**src/rtl/dequant_arb_pkg.sv**
```systemverilog
// dequant_arb_pkg: shared defaults and tag type for dequant_arbiter
package dequant_arb_pkg;
  localparam int NUM_REQ_DEF = 4;
  localparam int PIPE_LAT_DEF = 5;
  localparam int DATA_W_DEF = 32;
  function automatic int id_w(input int n);
    return (n < 2) ? 1 : $clog2(n);
  endfunction
  localparam int ID_W = id_w(8);
  typedef struct packed {
    logic valid;
    logic [ID_W-1:0] id;
  } arb_tag_t;
endpackage

```
**src/rtl/rr_arbiter.sv**
```systemverilog
// rr_arbiter: round-robin grant starting after the last granted index
// ports: clk, rst, req[N], advance (grant may be taken) -> one-hot gnt, gnt_idx
module rr_arbiter #(
  parameter int N = 4
) (
  input  logic                        clk,
  input  logic                        rst,
  input  logic [N-1:0]                req,
  input  logic                        advance,
  output logic [N-1:0]                gnt,
  output logic [(N<2?1:$clog2(N))-1:0] gnt_idx
);
  localparam int PW = (N < 2) ? 1 : $clog2(N);
  logic [PW-1:0] r_ptr;
  logic [PW-1:0] w_cand;
  logic          w_found;
  always_comb begin
    gnt = '0;
    gnt_idx = '0;
    w_found = 1'b0;
    w_cand = '0;
    for (int k = 1; k <= N; k++) begin
      w_cand = PW'((int'(r_ptr) + k) % N);
      if (!w_found && req[w_cand]) begin
        gnt[w_cand] = 1'b1;
        gnt_idx = w_cand;
        w_found = 1'b1;
      end
    end
  end
  always_ff @(posedge clk) begin
    if (rst) r_ptr <= PW'(N - 1);
    else if (advance && w_found) r_ptr <= gnt_idx;
  end
endmodule

```
**src/rtl/dequant_arbiter.sv**
```systemverilog
// dequant_arbiter: round-robin sharing of one pipelined dequantizer between NUM_REQ requesters
// ports: req_* (valid/ready/level/is_weight), rsp_* (valid/data), dq_* to/from dequantizer, hold, busy
// DEQ_ARB_PERF_CNT_EN adds saturating perf_grant_cnt / perf_stall_cnt outputs
module dequant_arbiter
  import dequant_arb_pkg::*;
#(
  parameter int NUM_REQ  = NUM_REQ_DEF,
  parameter int PIPE_LAT = PIPE_LAT_DEF,
  parameter int DATA_W   = DATA_W_DEF
) (
  input  logic                            clk,
  input  logic                            rst,
  input  logic                            hold,
  input  logic [NUM_REQ-1:0]              req_valid,
  output logic [NUM_REQ-1:0]              req_ready,
  input  logic [NUM_REQ-1:0][DATA_W-1:0]  req_level,
  input  logic [NUM_REQ-1:0]              req_is_weight,
  output logic [NUM_REQ-1:0]              rsp_valid,
  output logic [NUM_REQ-1:0][DATA_W-1:0]  rsp_data,
  output logic [DATA_W-1:0]               dq_level_int,
  output logic                            dq_is_weight,
  input  logic [DATA_W-1:0]               dq_weight_fp,
  output logic                            busy
`ifdef DEQ_ARB_PERF_CNT_EN
  ,
  output logic [NUM_REQ-1:0][31:0]        perf_grant_cnt,
  output logic [31:0]                     perf_stall_cnt
`endif
);
  localparam int PW = id_w(NUM_REQ);
  logic [NUM_REQ-1:0]  w_gnt;
  logic [PW-1:0]       w_gnt_idx;
  logic                w_hs;
  logic                w_pipe_busy;
  arb_tag_t            r_issue;
  arb_tag_t            r_pipe [PIPE_LAT];
  arb_tag_t            w_tail;
  rr_arbiter #(.N(NUM_REQ)) u_rr (
    .clk     (clk),
    .rst     (rst),
    .req     (req_valid),
    .advance (!hold),
    .gnt     (w_gnt),
    .gnt_idx (w_gnt_idx)
  );
  assign req_ready = hold ? '0 : w_gnt;
  assign w_hs = |req_ready;
  assign w_tail = r_pipe[PIPE_LAT-1];
  always_comb begin
    w_pipe_busy = 1'b0;
    for (int k = 0; k < PIPE_LAT; k++) w_pipe_busy = w_pipe_busy | r_pipe[k].valid;
  end
  assign busy = r_issue.valid | w_pipe_busy | (|rsp_valid);
  always_ff @(posedge clk) begin
    if (rst) begin
      dq_level_int <= '0;
      dq_is_weight <= 1'b0;
      r_issue <= '0;
      for (int k = 0; k < PIPE_LAT; k++) r_pipe[k] <= '0;
      rsp_valid <= '0;
      rsp_data <= '0;
    end else begin
      dq_level_int <= w_hs ? req_level[w_gnt_idx] : '0;
      dq_is_weight <= w_hs & req_is_weight[w_gnt_idx];
      r_issue <= {w_hs, w_hs ? ID_W'(w_gnt_idx) : ID_W'(0)};
      r_pipe[0] <= r_issue;
      for (int k = 1; k < PIPE_LAT; k++) r_pipe[k] <= r_pipe[k-1];
      for (int i = 0; i < NUM_REQ; i++) begin
        rsp_valid[i] <= w_tail.valid && (w_tail.id == ID_W'(i));
        if (w_tail.valid && (w_tail.id == ID_W'(i))) rsp_data[i] <= dq_weight_fp;
      end
    end
  end
`ifdef DEQ_ARB_PERF_CNT_EN
  always_ff @(posedge clk) begin
    if (rst) begin
      perf_grant_cnt <= '0;
      perf_stall_cnt <= '0;
    end else begin
      for (int i = 0; i < NUM_REQ; i++)
        if (req_ready[i] && perf_grant_cnt[i] != '1) perf_grant_cnt[i] <= perf_grant_cnt[i] + 32'd1;
      if (|req_valid && !w_hs && perf_stall_cnt != '1) perf_stall_cnt <= perf_stall_cnt + 32'd1;
    end
  end
`endif
endmodule

```
**config.mk**
```make
export PLATFORM = sky130hd
export DESIGN_NAME = dequant_arbiter
export DESIGN_NICKNAME = d
export VERILOG_FILES = /design/src/rtl/dequant_arb_pkg.sv /design/src/rtl/rr_arbiter.sv /design/src/rtl/dequant_arbiter.sv
export SDC_FILE = /design/constraint.sdc
export NUM_CORES = 1
export LEC_CHECK = 0
export CORE_MARGIN = 1
export CORE_UTILIZATION = 42
export CTS_CLUSTER_SIZE = 14
export DETAILED_ROUTE_END_ITERATION = 7
export GPL_ROUTABILITY_DRIVEN = 0
export GPL_TIMING_DRIVEN = 0
export MAX_ROUTING_LAYER = met4
export PLACE_DENSITY = 0.8
export SYNTH_ARGS = -nofsm -noshare
export SYNTH_HDL_FRONTEND = slang
export SYNTH_SLANG_ARGS = --single-unit
```
**constraint.sdc**
```tcl
create_clock -name clk -period 3.51 [get_ports clk]
set_input_delay 0.351 -clock clk [delete_from_list [all_inputs] [get_ports clk]]
set_output_delay 0.351 -clock clk [all_outputs]
set_load 0.02 [all_outputs]
```
==> results of run 1 <==
[cells by family (layout without fill, tap and decap cells)]
| kind of cell | count (synthesis) | count (layout) | synth area share, % |
|---|---|---|---|
| mux | 77 | 77 | 10.6 |
| other cells | 0 | 1 | 0 |
| compound gates | 160 | 160 | 11.7 |
| flops | 185 | 185 | 48.3 |
| simple gates | 417 | 417 | 23.4 |
| fa+ha+maj | 8 | 8 | 1.31 |
| buf+inv | 79 | 457 | 4.72 |
[cells in the final DEF (no fill, tap or decap), drive strengths merged, types with 12 or more instances in the layout]
master and count:
clkdlybuf4s50 335, nand2 328, dfxtp 185, a21oi 132
mux2i 72, clkbuf 65, and3 35, buf 31
nor2b 17, inv 12
[stage by stage]
step	area (um2)	setup slack (ns)	hold WS [ns]
floorplan	7670	0.444	0.414
global placement	11300	-0.182	0.417
detailed placement	11300	-0.222	0.424
CTS	11900	0.0167	0.441
global route	12000	-0.0346	0.458
finish	12000	0.0458	0.438
[routing by layer]
metal / up-vias / wire length, um
li1: 3815 / -
met1: 3616 / 10100
met2: 330 / 13500
met3: 51 / 2160
met4: 0 / 789
met5: - / 0
[where the power goes]
part	switching [uW]	leakage [uW]	internal [uW]	total (uW)
Clock	913	0.000293	1010	1930
Combinational	741	0.00269	699	1440
Sequential	32.1	0.00150	2180	2210
[worst max path at each step]
stage,startpoint,end,cells past startpoint
2_1_floorplan,u_rr.r_ptr[0]$_SDFFE_PP1P_,dq_level_int[10]$_SDFF_PP0_,13
5_1_grt,u_rr.r_ptr[1]$_SDFFE_PP1P_,req_ready[3],10
4_1_cts,u_rr.r_ptr[0]$_SDFFE_PP1P_,req_ready[1],11
3_3_place_gp,u_rr.r_ptr[0]$_SDFFE_PP1P_,req_ready[1],11
3_5_place_dp,u_rr.r_ptr[0]$_SDFFE_PP1P_,req_ready[1],11
6_report,u_rr.r_ptr[1]$_SDFFE_PP1P_,req_ready[1],10
[flip-flops by register name, indices dropped and copies added (netlist names)]
register / cells
dq_is_weight: 1
r_pipe: 15
dq_level_int: 32
rsp_data: 128
rsp_valid: 4
r_issue: 3
u_rr.r_ptr: 2
[critical path, cell delays in order (launching register included)]
cell	delay [ns]
dfxtp_2	0.41
buf_4	0.21
clkinvlp_4	0.15
ha_1	0.32
buf_6	0.15
mux4_2	0.56
nor2b_2	0.20
a221o_1	0.32
o21ai_2	0.10
a21oi_1	0.09
buf_2	0.18
[what timing repair did]
| action | in CTS | in global routing |
|---|---|---|
| gates resized for setup | 15 | 7 |
| buffers inserted | 0 | 7 |
| hold buffers | 0 | 0 |
| endpoints found under the setup margin | 35 | 30 |
[layout make-up]
cell class | count | share of cell area (%)
clock buffer | 17 | 3.54
clock inverter | 15 | 1.38
timing repair buffer | 346 | 28.6
sequential | 185 | 30.8
inverter | 8 | 0.281
tap | 229 | 2.38
multi-input combinational | 662 | 30.1
antenna | 1 | 0.0208
buffer | 71 | 2.88
==> reports/summary.txt, run 1 <==
number of global-route vias before repair: 7252
final worst-path cycle share: 98.7%
maximum buffer depth of the clock tree: 2
post-synth cell types: 51
antenna-violating nets left: 0
top_reg_cell synth: dfxtp_1
clock tree from TritonCTS: built
area of the core: 0.0179 mm2
top cells by area in the synthesized netlist: dfxtp_1 48%, nand2_1 16%, mux2i_1 9.4%
Post-Syn Nets: 1105
total power consumption of the routed design: 5580 uW
grt met2 use: 49.2%
Finished Core Util: 67.2%
worst min path class: flop to flop
number of hold violations in the final report: 0
CP Max Fanout: 10
average size of a mapped cell: 8.28 um2
DIE HEIGHT: 137 um
Die Footprint: 0.0188 mm2
Worst Clk Skew: 0.0144 ns
most instantiated library cell after synthesis: nand2_1
Via Count: 7812
I/O Pins: 341
post-route insts no fill: 1534
wire length of the first global-routing pass: 38800 um
number of synthesized flops with an enable pin: 0
Fill cells: 1507
IR drop worst, VDD: 0.378 mV
DRC Markers: 0
final total negative setup slack: 0 ns
critical path required time: 3.16 ns
sum of net half-perimeters after detailed placement: 20300 um
number of cells after detailed placement: 1494
CTS clk-pin slew, worst paths: 0.07 ns
later-pin clock latency in the skew report: 0.42 ns
root buffer cell: clkbuf_16
Worst-Margin Slew: 0.744 ns
commonest cells in the synthesized netlist: 328 x nand2_1, 185 x dfxtp_1, 132 x a21oi_1
area fraction of the dominant cell type after synthesis: 48.3%
# rows: 49
cell area after synthesis: 0.00767 mm2
setup violators final: 0
ratio of total power to cell area: 464 mW/mm2
buffers added on ports: 339
Via density: 5.09
min cycle time layout: 3.46 ns
Leakage: 0.00448 uW
most used routing layer in global routing: met2
width of the die: 137 um
CTS buffer count: 17
Setup Crit Path Kind: flop to output pin
kind of end point of the critical path: output pin
hold path cells: 1
part of the Yosys area used for sequential elements: 48.3%
R2R cell count: 12
slew margin rel.: 50.3%
global routing usage on met1: 30.7%
starting density of the core: 42.8%
count of H-tree levels built during CTS: 4
data arrival time of the worst path: 3.11 ns
timing-limited maximum frequency: 289 MHz
CP Launch Type: flop
Yosys Warn Count: 0
Cells after Synth: 926
average wire per cell in the routed design: 17.3 um
Crit Reg-Reg Endpoint: dq_level_int[27]$_SDFF_PP0_
register-to-register setup slack: 0.22 ns
GR Layer Usage met3: 6.19%
pin count of the biggest net entering global routing: 19
storage element area: 0.00371 mm2
status: completed
launch instance of the worst min-delay path: r_issue[1]$_SDFF_PP0_
share of layout cells above drive strength 1: 6.21%
overflow left after global routing: 0
Multi-input gate area: 0.00363 mm2
total routed wirelength: 26600 um
drt pass-1 iters: 5
worst r2r src: u_rr.r_ptr[1]$_SDFFE_PP1P_
share of synthesized registers carrying an async set or reset: 0%
count of nets after finishing: 1470
number of clock sinks seen by CTS: 185
GRT Total Usage: 28.2%
number of antenna violations at the first check in global routing: 1
Iter 0 DRT Violations: 329
final max-slew violation count: 0
Yosys top cell by area: dfxtp_1
Max-Cap Viols: 0
Layout Area Growth over Synthesis: 56.9%
Hold Crit Endpoint: r_pipe[0][1]$_SDFF_PP0_
number of storage elements in the synthesis netlist: 185
No activity file was read; power rests on OpenSTA's default activity.
==> run 2: changes to the inputs <==
--- a/config.mk
+++ b/config.mk
@@ -5,11 +5,10 @@
 export SDC_FILE = /design/constraint.sdc
 export NUM_CORES = 1
 export LEC_CHECK = 0
-export CORE_MARGIN = 1
+export CORE_MARGIN = 2
 export CORE_UTILIZATION = 42
 export CTS_CLUSTER_SIZE = 14
 export DETAILED_ROUTE_END_ITERATION = 7
-export GPL_ROUTABILITY_DRIVEN = 0
 export GPL_TIMING_DRIVEN = 0
 export MAX_ROUTING_LAYER = met4
 export PLACE_DENSITY = 0.8
==> reports/summary.txt, run 2 (synthesis results as in run 1) <==
worst r2r src: u_rr.r_ptr[0]$_SDFFE_PP1P_
starting density of the core: 42.7%
final max-slew violation count: 0
I/O Pins: 341
count of nets after finishing: 1466
critical path required time: 3.16 ns
data arrival time of the worst path: 3.13 ns
worst stage delay on the critical path: 0.52 ns
R2R cell count: 13
ratio of total power to cell area: 464 mW/mm2
worst hold slack across all endpoints: 0.439 ns
CP Launch Type: flop
later-pin clock latency in the skew report: 0.43 ns
Max-Cap Viols: 0
number of hold violations in the final report: 0
critical path buffer and inverter count: 5
status: completed
final worst-path cycle share: 99.3%
highest-count cells in the layout ignoring fill and taps: 335 x clkdlybuf4s50_1, 328 x nand2_1, 183 x dfxtp_1
series of cell instances along the critical path: buf_6, buf_6, clkinvlp_4, ha_1, buf_6, mux4_2, nor2b_1, a221o_1, o21ai_2, a21oi_1, buf_2
share of layout cells above drive strength 1: 6.15%
overflow left after global routing: 0
min cycle time layout: 3.48 ns
Via Count: 7835
total routed wirelength: 26800 um
Reg with most FFs: rsp_data
slew margin rel.: 52.9%
CP Max Fanout: 10
worst min path class: flop to flop
CTS clk-pin slew, worst paths: 0.08 ns
# rows: 49
number of antenna violations at the first check in global routing: 7
Die Footprint: 0.0194 mm2
Multi-input gate area: 0.00363 mm2
Fill cells: 1526
Final GP Congestion: 0.901
width of the die: 139 um
cell at the slowest stage of the critical path: mux4_2
Leakage: 0.00446 uW
maximum buffer depth of the clock tree: 2
CTS buffer count: 17
timing-limited maximum frequency: 287 MHz
buffers added on ports: 339
leading cell type in the layout, fill and taps excluded: clkdlybuf4s50_1
post-route worst setup slack: 0.0262 ns
launch instance of the worst min-delay path: r_pipe[0][4]$_SDFF_PP0_
Hold Crit Endpoint: r_pipe[0][8]$_SDFF_PP0_
Via density: 5.10
storage element area: 0.00371 mm2
pin count of the biggest net entering global routing: 21
kind of end point of the critical path: output pin
number of global-route vias before repair: 7551
sum of net half-perimeters after detailed placement: 20900 um
wire length of the first global-routing pass: 41000 um
DRC Markers: 0
final total negative setup slack: 0 ns
Worst Clk Skew: 0.0148 ns
largest registers ranked by flip-flop count: rsp_data (128), dq_level_int (32), r_pipe (15)
number of clock sinks seen by CTS: 185
area of the core: 0.0180 mm2
most prevalent standard cell on the critical path: buf_6
worst slack at placement: -0.263 ns
family with the most delay on the worst path: buffers and inverters
hold path cells: 1
count of hold-fix buffers inserted at cts: 0
count of H-tree levels built during CTS: 4
average wire per cell in the routed design: 17.5 um
root buffer cell: clkbuf_16
GRT Total Usage: 27.8%
IR drop worst, VDD: 0.414 mV
Crit Reg-Reg Endpoint: dq_level_int[13]$_SDFF_PP0_
total power consumption of the routed design: 5580 uW
antenna-violating nets left: 0
setup violators final: 0
unrepaired setup endpoints after global routing: true
register-to-register setup slack: 0.15 ns
Iter 0 DRT Violations: 342
Layout Area Growth over Synthesis: 56.7%
Setup Crit Path Kind: flop to output pin
DIE HEIGHT: 139 um
drt pass-1 iters: 7
Worst-Margin Slew: 0.706 ns
max reg flops: 128
clock tree from TritonCTS: built
==> run 2: metrics by stage <==
step | cells | cell area (um2) | utilization [%]
final | 1536 | 12000 | 66.9
after global routing | 1536 | 12000 | 66.9
after CTS | 1526 | 12000 | 66.6
after floorplan | 926 | 7670 | -
after detailed placement | 1494 | 11300 | 63.2
after global placement | 1494 | 11300 | 63.2
==> run 2: routing by layer <==
metal / vias to the layer above / global-route usage [%] / wire length [um]
li1: 3798 / - / -
met1: 3635 / 30.7 / 9950
met2: 346 / 47.0 / 13400
met3: 56 / 7.53 / 2440
met4: 0 / 12.7 / 1000
met5: - / - / 0
==> run 2: power breakdown <==
part           leakage, uW  total, uW  internal, uW  switching [uW]
sequential         0.00150       2210          2180            32.6
combinational      0.00267       1430           691             735
clock             0.000289       1940           967             971
==> run 2: worst max-delay path by stage <==
stage                                from                           to  slack (ns)  depth (start not counted)
4_1_cts        u_rr.r_ptr[0]$_SDFFE_PP1P_                 req_ready[1]       -0.17                         11
5_1_grt        u_rr.r_ptr[0]$_SDFFE_PP1P_                 req_ready[1]       -0.10                         11
3_5_place_dp   u_rr.r_ptr[0]$_SDFFE_PP1P_                 req_ready[1]       -0.26                         11
2_1_floorplan  u_rr.r_ptr[0]$_SDFFE_PP1P_  dq_level_int[10]$_SDFF_PP0_        0.44                         13
3_3_place_gp   u_rr.r_ptr[0]$_SDFFE_PP1P_                 req_ready[1]       -0.25                         11
6_report       u_rr.r_ptr[0]$_SDFFE_PP1P_                 req_ready[1]        0.03                         11
==> run 2: timing repair <==
item | 4_1_cts | 5_1_grt
pin swaps | 0 | 1
setup endpoints to repair | 36 | 36
resized for setup | 15 | 14
setup buffers | 0 | 3
==> run 2: layout make-up <==
type                    count  share of cell area [%]
diodes                      7                   0.146
repair buffers            342                    28.3
flip-flops and latches    185                    30.9
multi-input cells         662                    30.2
inverters                   8                   0.281
clock buffers              17                    3.54
well taps                 229                    2.38
clock inverters            15                    1.44
plain buffers              71                    2.89
